--- config.mk ---
export PLATFORM = sky130hd
export DESIGN_NAME = hazard_scoreboard
export DESIGN_NICKNAME = d
export VERILOG_FILES = /design/src/rtl/hzd_pkg.sv /design/src/rtl/hzd_match.sv /design/src/rtl/hazard_scoreboard.sv
export SDC_FILE = /design/constraint.sdc
export NUM_CORES = 1
export LEC_CHECK = 0
export CAP_MARGIN = 40
export CORE_ASPECT_RATIO = 1.1
export CORE_MARGIN = 8
export CORE_UTILIZATION = 35
export CTS_CLUSTER_DIAMETER = 100
export DETAILED_ROUTE_END_ITERATION = 6
export GPL_TIMING_DRIVEN = 0
export PLACE_DENSITY = 0.84
export SLEW_MARGIN = 20
export SYNTH_ARGS = -nofsm -noshare
export SYNTH_HDL_FRONTEND = slang
export SYNTH_HIERARCHICAL = 1
export SYNTH_SLANG_ARGS = --single-unit
--- constraint.sdc ---
create_clock -name clk -period 2.1 [get_ports clk]
set_input_delay 0.42 -clock clk [delete_from_list [all_inputs] [get_ports clk]]
set_output_delay 0.42 -clock clk [all_outputs]
set_load 0.03 [all_outputs]
--- src/rtl/hzd_pkg.sv ---
// hzd_pkg: stage-record type, width helpers and default parameters shared by hazard_scoreboard
package hzd_pkg;

    localparam int DEF_DATA_W   = 16;
    localparam int DEF_NUM_REGS = 8;
    localparam int DEF_DEPTH    = 3;
    localparam int DEF_LOAD_STG = 2;
    localparam int MAX_REG_W    = 8;

    typedef struct packed {
        logic                 valid;
        logic                 wr;
        logic                 load;
        logic [MAX_REG_W-1:0] dst;
    } hzd_rec_t;

    function automatic int reg_w(input int n);
        return (n > 1) ? $clog2(n) : 1;
    endfunction

    function automatic int sel_w(input int d);
        return $clog2(d + 1);
    endfunction

endpackage

--- src/rtl/hzd_match.sv ---
// hzd_match: youngest-match search and forwardability for one source operand (FWD selects HZD_FWD_EN behaviour)
module hzd_match
    import hzd_pkg::*;
#(
    parameter int DEPTH    = DEF_DEPTH,
    parameter int LOAD_STG = DEF_LOAD_STG,
    parameter int SEL_W    = 2,
    parameter bit FWD      = 1'b0
) (
    input  hzd_rec_t [DEPTH:1]     i_recs,
    input  logic [MAX_REG_W-1:0]   i_src,
    input  logic                   i_use,
    output logic                   o_block,
    output logic [SEL_W-1:0]       o_sel
);

    logic w_hit;
    logic w_load;
    int   w_k;

    // scan oldest to youngest so the lowest matching stage overwrites older ones
    always_comb begin
        w_hit  = 1'b0;
        w_load = 1'b0;
        w_k    = 0;
        for (int k = DEPTH; k >= 1; k--)
            if (i_use && i_recs[k].valid && i_recs[k].wr && i_recs[k].dst == i_src) begin
                w_hit  = 1'b1;
                w_load = i_recs[k].load;
                w_k    = k;
            end
    end

    // without forwarding only the last stage is safe, since the register file writes before it is read
    assign o_block = FWD ? (w_hit && w_load && w_k < LOAD_STG) : (w_hit && w_k < DEPTH);
    assign o_sel   = (FWD && w_hit && !o_block) ? SEL_W'(w_k) : '0;

endmodule

--- src/rtl/hazard_scoreboard.sv ---
// hazard_scoreboard: in-flight register-write tracking with stall and forwarding select; HZD_FWD_EN enables forwarding
module hazard_scoreboard
    import hzd_pkg::*;
#(
    parameter int DATA_W   = DEF_DATA_W,
    parameter int NUM_REGS = DEF_NUM_REGS,
    parameter int DEPTH    = DEF_DEPTH,
    parameter int LOAD_STG = DEF_LOAD_STG,
    localparam int REG_W   = reg_w(NUM_REGS),
    localparam int SEL_W   = sel_w(DEPTH)
) (
    input  logic                    clk,
    input  logic                    rst,
    input  logic                    iss_valid,
    input  logic                    iss_wr,
    input  logic                    iss_load,
    input  logic [REG_W-1:0]        iss_dst,
    input  logic [REG_W-1:0]        src_a,
    input  logic [REG_W-1:0]        src_b,
    input  logic                    use_a,
    input  logic                    use_b,
    input  logic                    ext_stall,
    input  logic                    flush,
    input  logic [DEPTH*DATA_W-1:0] stg_data,
    input  logic [DATA_W-1:0]       rf_a,
    input  logic [DATA_W-1:0]       rf_b,
    output logic [SEL_W-1:0]        fwd_a_sel,
    output logic [SEL_W-1:0]        fwd_b_sel,
    output logic [DATA_W-1:0]       fwd_a_data,
    output logic [DATA_W-1:0]       fwd_b_data,
    output logic                    stall,
    output logic                    err
);

`ifdef HZD_FWD_EN
    localparam bit FWD = 1'b1;
`else
    localparam bit FWD = 1'b0;
`endif

    hzd_rec_t [DEPTH:1] r_recs;
    hzd_rec_t           w_iss;
    logic               w_block_a;
    logic               w_block_b;
    logic               w_accept;

    assign w_iss    = hzd_rec_t'{valid: 1'b1, wr: iss_wr, load: iss_load, dst: MAX_REG_W'(iss_dst)};
    assign stall    = iss_valid && (w_block_a || w_block_b);
    assign w_accept = iss_valid && !stall && !ext_stall && !flush;
    assign err      = (iss_valid && iss_load && !iss_wr) || (flush && ext_stall);

    hzd_match #(.DEPTH(DEPTH), .LOAD_STG(LOAD_STG), .SEL_W(SEL_W), .FWD(FWD)) u_match_a (
        .i_recs  (r_recs),
        .i_src   (MAX_REG_W'(src_a)),
        .i_use   (use_a),
        .o_block (w_block_a),
        .o_sel   (fwd_a_sel)
    );

    hzd_match #(.DEPTH(DEPTH), .LOAD_STG(LOAD_STG), .SEL_W(SEL_W), .FWD(FWD)) u_match_b (
        .i_recs  (r_recs),
        .i_src   (MAX_REG_W'(src_b)),
        .i_use   (use_b),
        .o_block (w_block_b),
        .o_sel   (fwd_b_sel)
    );

    // operand mux: register file unless a stage is selected
    always_comb begin
        fwd_a_data = rf_a;
        fwd_b_data = rf_b;
        for (int k = 1; k <= DEPTH; k++) begin
            if (fwd_a_sel == SEL_W'(k)) fwd_a_data = stg_data[k*DATA_W-1 -: DATA_W];
            if (fwd_b_sel == SEL_W'(k)) fwd_b_data = stg_data[k*DATA_W-1 -: DATA_W];
        end
    end

    // advance records; flush kills the issuer and the stage-1 record, ext_stall freezes everything
    always_ff @(posedge clk or negedge rst) begin
        if (!rst) begin
            r_recs <= '0;
        end else if (!ext_stall) begin
            r_recs[1] <= w_accept ? w_iss : hzd_rec_t'(0);
            for (int k = 2; k <= DEPTH; k++)
                r_recs[k] <= (k == 2 && flush) ? hzd_rec_t'(0) : r_recs[k-1];
        end
    end

endmodule
### Word-level counts from Yosys, hierarchy flattened

Index checks and enable logic that the tools add are counted.

* bits of input ports: 98
* output and inout bits: 38
* flip-flop bits (word level): 31
* logic and storage cells: 65

* multiplexer cells: 14
* equal/unequal tests: 6
* $lt $le $gt $ge: 2
* reduce and logical (&&, ||, !) cells: 33

Operator list (count)
* 8-bit by 3-bit equality test with 1-bit output: 6
* 1-bit logical AND: 27
* 11-bit two-way mux: 2
* 2-bit two-way mux: 6
* 1-bit two-way mux: 6
* 1-bit logical NOT: 4
* 2-bit less-than comparator, second input constant: 2
* 1-bit logical OR: 2

### Depth between registers and ports, before layout

* word-level depth: 15
* gate-level depth with buffers: 6
* gate-level depth less buffers: 6

### Hierarchy

The synthesis kept the hierarchy.

By module, submodules not included
* hazard_scoreboard: seq. area each 450.4 µm², area each 1592.8 µm², cells an instance 101, times used 1
* hzd_match: seq. area each 0.0 µm², area each 207.7 µm², cells an instance 27, times used 2

### Worst setup path before layout

OpenSTA, ideal clock, no wires.

* kind: input port to output port
* from: in src_b[0]
* to: out stall
* data required time: 1.680 ns
* arrival time: 1.538 ns
* stages: 6
* setup slack: 0.142 ns
* buffers on the path: 0
* cell sequence: xnor2_1 -> nand4_1 -> nor3_1 -> a41o_1 -> nor2_1 -> nor2b_1

* word-level cells in the longest chain between the ends: 9
* elaborated cells on any way between the ends: 16
* those cells by class: order compare: 1; eq/ne: 3; mux: 6; reduce/logical: 6

RTL lines
* start: declaration: line hazard_scoreboard.sv:19 `input logic [REG_W-1:0] src_b,`
* 8-bit by 3-bit equality test with 1-bit output: line hzd_match.sv:27 `if (i_use && i_recs[k].valid && i_recs[k].wr && i_recs[k].dst == i_src) begin`
* 1-bit logical AND: line hzd_match.sv:27
* 2-bit two-way mux (3 in series): line hzd_match.sv:27
* 2-bit less-than comparator: line hzd_match.sv:35 `assign o_block = FWD ? (w_hit && w_load && w_k < LOAD_STG) : (w_hit && w_k < DEPTH);`
* 1-bit logical AND *: line hzd_match.sv:35
* net w_block_b: line hazard_scoreboard.sv:44 `logic w_block_b;`
* 1-bit logical OR *: line hazard_scoreboard.sv:48 `assign stall = iss_valid && (w_block_a || w_block_b);`
* 1-bit logical AND *: line hazard_scoreboard.sv:48
* end: declaration: line hazard_scoreboard.sv:31 `output logic stall,`

Mark *: on every way through the listed nets, which the timed path passes. The rest lies on a longest branch.

### Final worst setup path

* from: in src_b[2]
* to: out stall

Same word-level chain as after synthesis.

==> metrics.csv <==
metric;value;unit
outcome;finished with violations;
failing checks;setup timing;
Cell Pwr Density;343;mW/mm2
Final setup viols;1;
area grow syn2layout;93.2;%
Die Area;0.00738;mm2
die height;89.3;um
min cycle time layout;2.16;ns
Setup crit end kind;output port;
Non-Filler Instances;370;
HPWL after detailed placement;6480;um
Initial Utilization;36.5;%
largest net degree at the start of global routing;11;
Mapped Cells;136;
crit-path max cell delay;0.28;ns
antenna violations before repair;0;
final worst setup slack;-0.0566;ns
Critical Path AT;1.74;ns
number of flip-flops under the largest register name;10;
Final Skew;0.000749;ns
Overall Global Routing Usage;18.9;%
remaining global-route overflow;0;
vias in the first global route;1919;
Fmax;464;MHz
CTS Buf Count;3;
CTS Sinks;10;
routability cong.;0.908;
TritonCTS clock tree;built;
Tot Pwr;1.13;mW
ant diodes;0;
Critical Path RT;1.68;ns
Core ar.;0.00468;mm2
DRC;0;
Initial DRT Pass Iterations;4;
nets@finish;414;
VDD IR-drop max;0.366;mV
worst skew pair latency;0.24;ns
critical path class;in2out;
Fillers;385;
Place WS;-0.818;ns
Max-Cap Viols;0;
Final Hold Viols;0;
DP Cell Count;364;
Area after DPL;0.00324;mm2
# IOs;136;
RSZ-0062 raised after global routing;yes;
R2R depth;7;
Clock Tree Buf Depth;2;
RR Startpoint;r_recs[2]$_DFFE_PN0N_;
synth warn;6;
Biggest register;r_recs;
drt total wl;7500;um
H-tree depth;1;
antenna viol nets, final;0;
Worst R2R End;r_recs[10]$_DFFE_PN0N_;
Core Util, Final;70.5;%
Tcrit/Tclk final;103;%
chip width;82.6;um
first-pass GRT wire length;10300;um
setup TNS;-0.0566;ns
clock-pin slew on the worst setup and hold paths;0.04;ns
CTS Hold Bufs;0;
Critical-path top delay cell;dlygate4sd2_1;
Critical Path Source Type;input pin;
worst-path fanout max;4;
row count;26;
Initial DRC Count;47;
Port-buffer cells;131;
syn_area_per_cell;12.6;um2
routed vias/inst;4.90;
fraction of layout cells with a size suffix above 1;20.1;%
design area;0.00330;mm2
Via Count;1813;
reg2reg setup slack;0.40;ns
post-synthesis cell area;0.00171;mm2
Hold Slack;0.497;ns
Leak Pwr;1.36;nW
Slew Limit Fails;0;
biggest regs;r_recs (10);
HP Class;in2async;
Wirelength per Cell;20.3;um
CP cell instances;dlygate4sd2_1 -> xnor2_2 -> nand4_1 -> nor3_2 -> a41o_1 -> nor2_4 -> nor2b_1 -> buf_4;
clk root buf;clkbuf_8;
[routing by layer]
layer / track usage (%) / routed length, um / part of all wire, %
met5: 0 / 0 / 0
met4: 9.58 / 217 / 2.9
met3: 2.31 / 317 / 4.2
met2: 35.7 / 4440 / 59
met1: 19.8 / 2530 / 34
[worst max-delay path by stage]
stage	startpoint	to	depth (start not counted)
floorplan	src_b[0]	stall	6
global placement	src_b[0]	stall	8
detailed placement	src_b[0]	stall	8
CTS	src_a[1]	stall	8
global route	src_b[2]	stall	8
finish	src_b[2]	stall	8
[critical path: cells and delay by family]
kind | cells | cell delay (ns)
and+or+nand+nor | 4 | 0.48
buffers and inverters | 2 | 0.44
AOI/OAI and AO/OA | 1 | 0.24
xor gates and xnor gates | 1 | 0.15
[final cells by class]
cell class	count	area [um2]	area share, %
Buffer	15	126	3.83
Sequential cell	10	253	7.65
Multi-Input combinational cell	151	1530	46.3
Tap cell	56	70.1	2.12
Timing Repair Buffer	134	1280	38.8
Clock buffer	3	41.3	1.25
Inverter	1	3.75	0.114
[cell usage in the layout (no fill, tap or decap), types with 3 or more instances in the layout]
cell type        instances
nor3_2                   3
nand4_1                  6
nand2b_1                 4
mux4_2                  20
clkdlybuf4s15_2          6
dlygate4sd2_1           23
conb_1                  44
mux4_1                  12
xnor2_2                  3
clkbuf_8                 3
buf_4                    8
nor2b_1                  6
o21ai_0                  4
nand2_1                  4
clkbuf_2                 6
buf_2                    7
nand3_1                  4
a32o_1                   6
dfrtp_1                  8
clkdlybuf4s50_1         91
xnor2_1                 27
[timing repair]
| item | in CTS | in global routing |
|---|---|---|
| pin swaps | 2 | 8 |
| setup buffers | 0 | 3 |
| cloned | 0 | 0 |
| gates resized for setup | 59 | 25 |
| endpoints found under the setup margin | 34 | 9 |
[report_power, final]
| group | internal [mW] | switching, mW |
|---|---|---|
| clock | 0.125 | 0.0716 |
| combinational | 0.390 | 0.328 |
| sequential | 0.204 | 0.0143 |
Note: power is estimated with default switching activity, not from simulation.
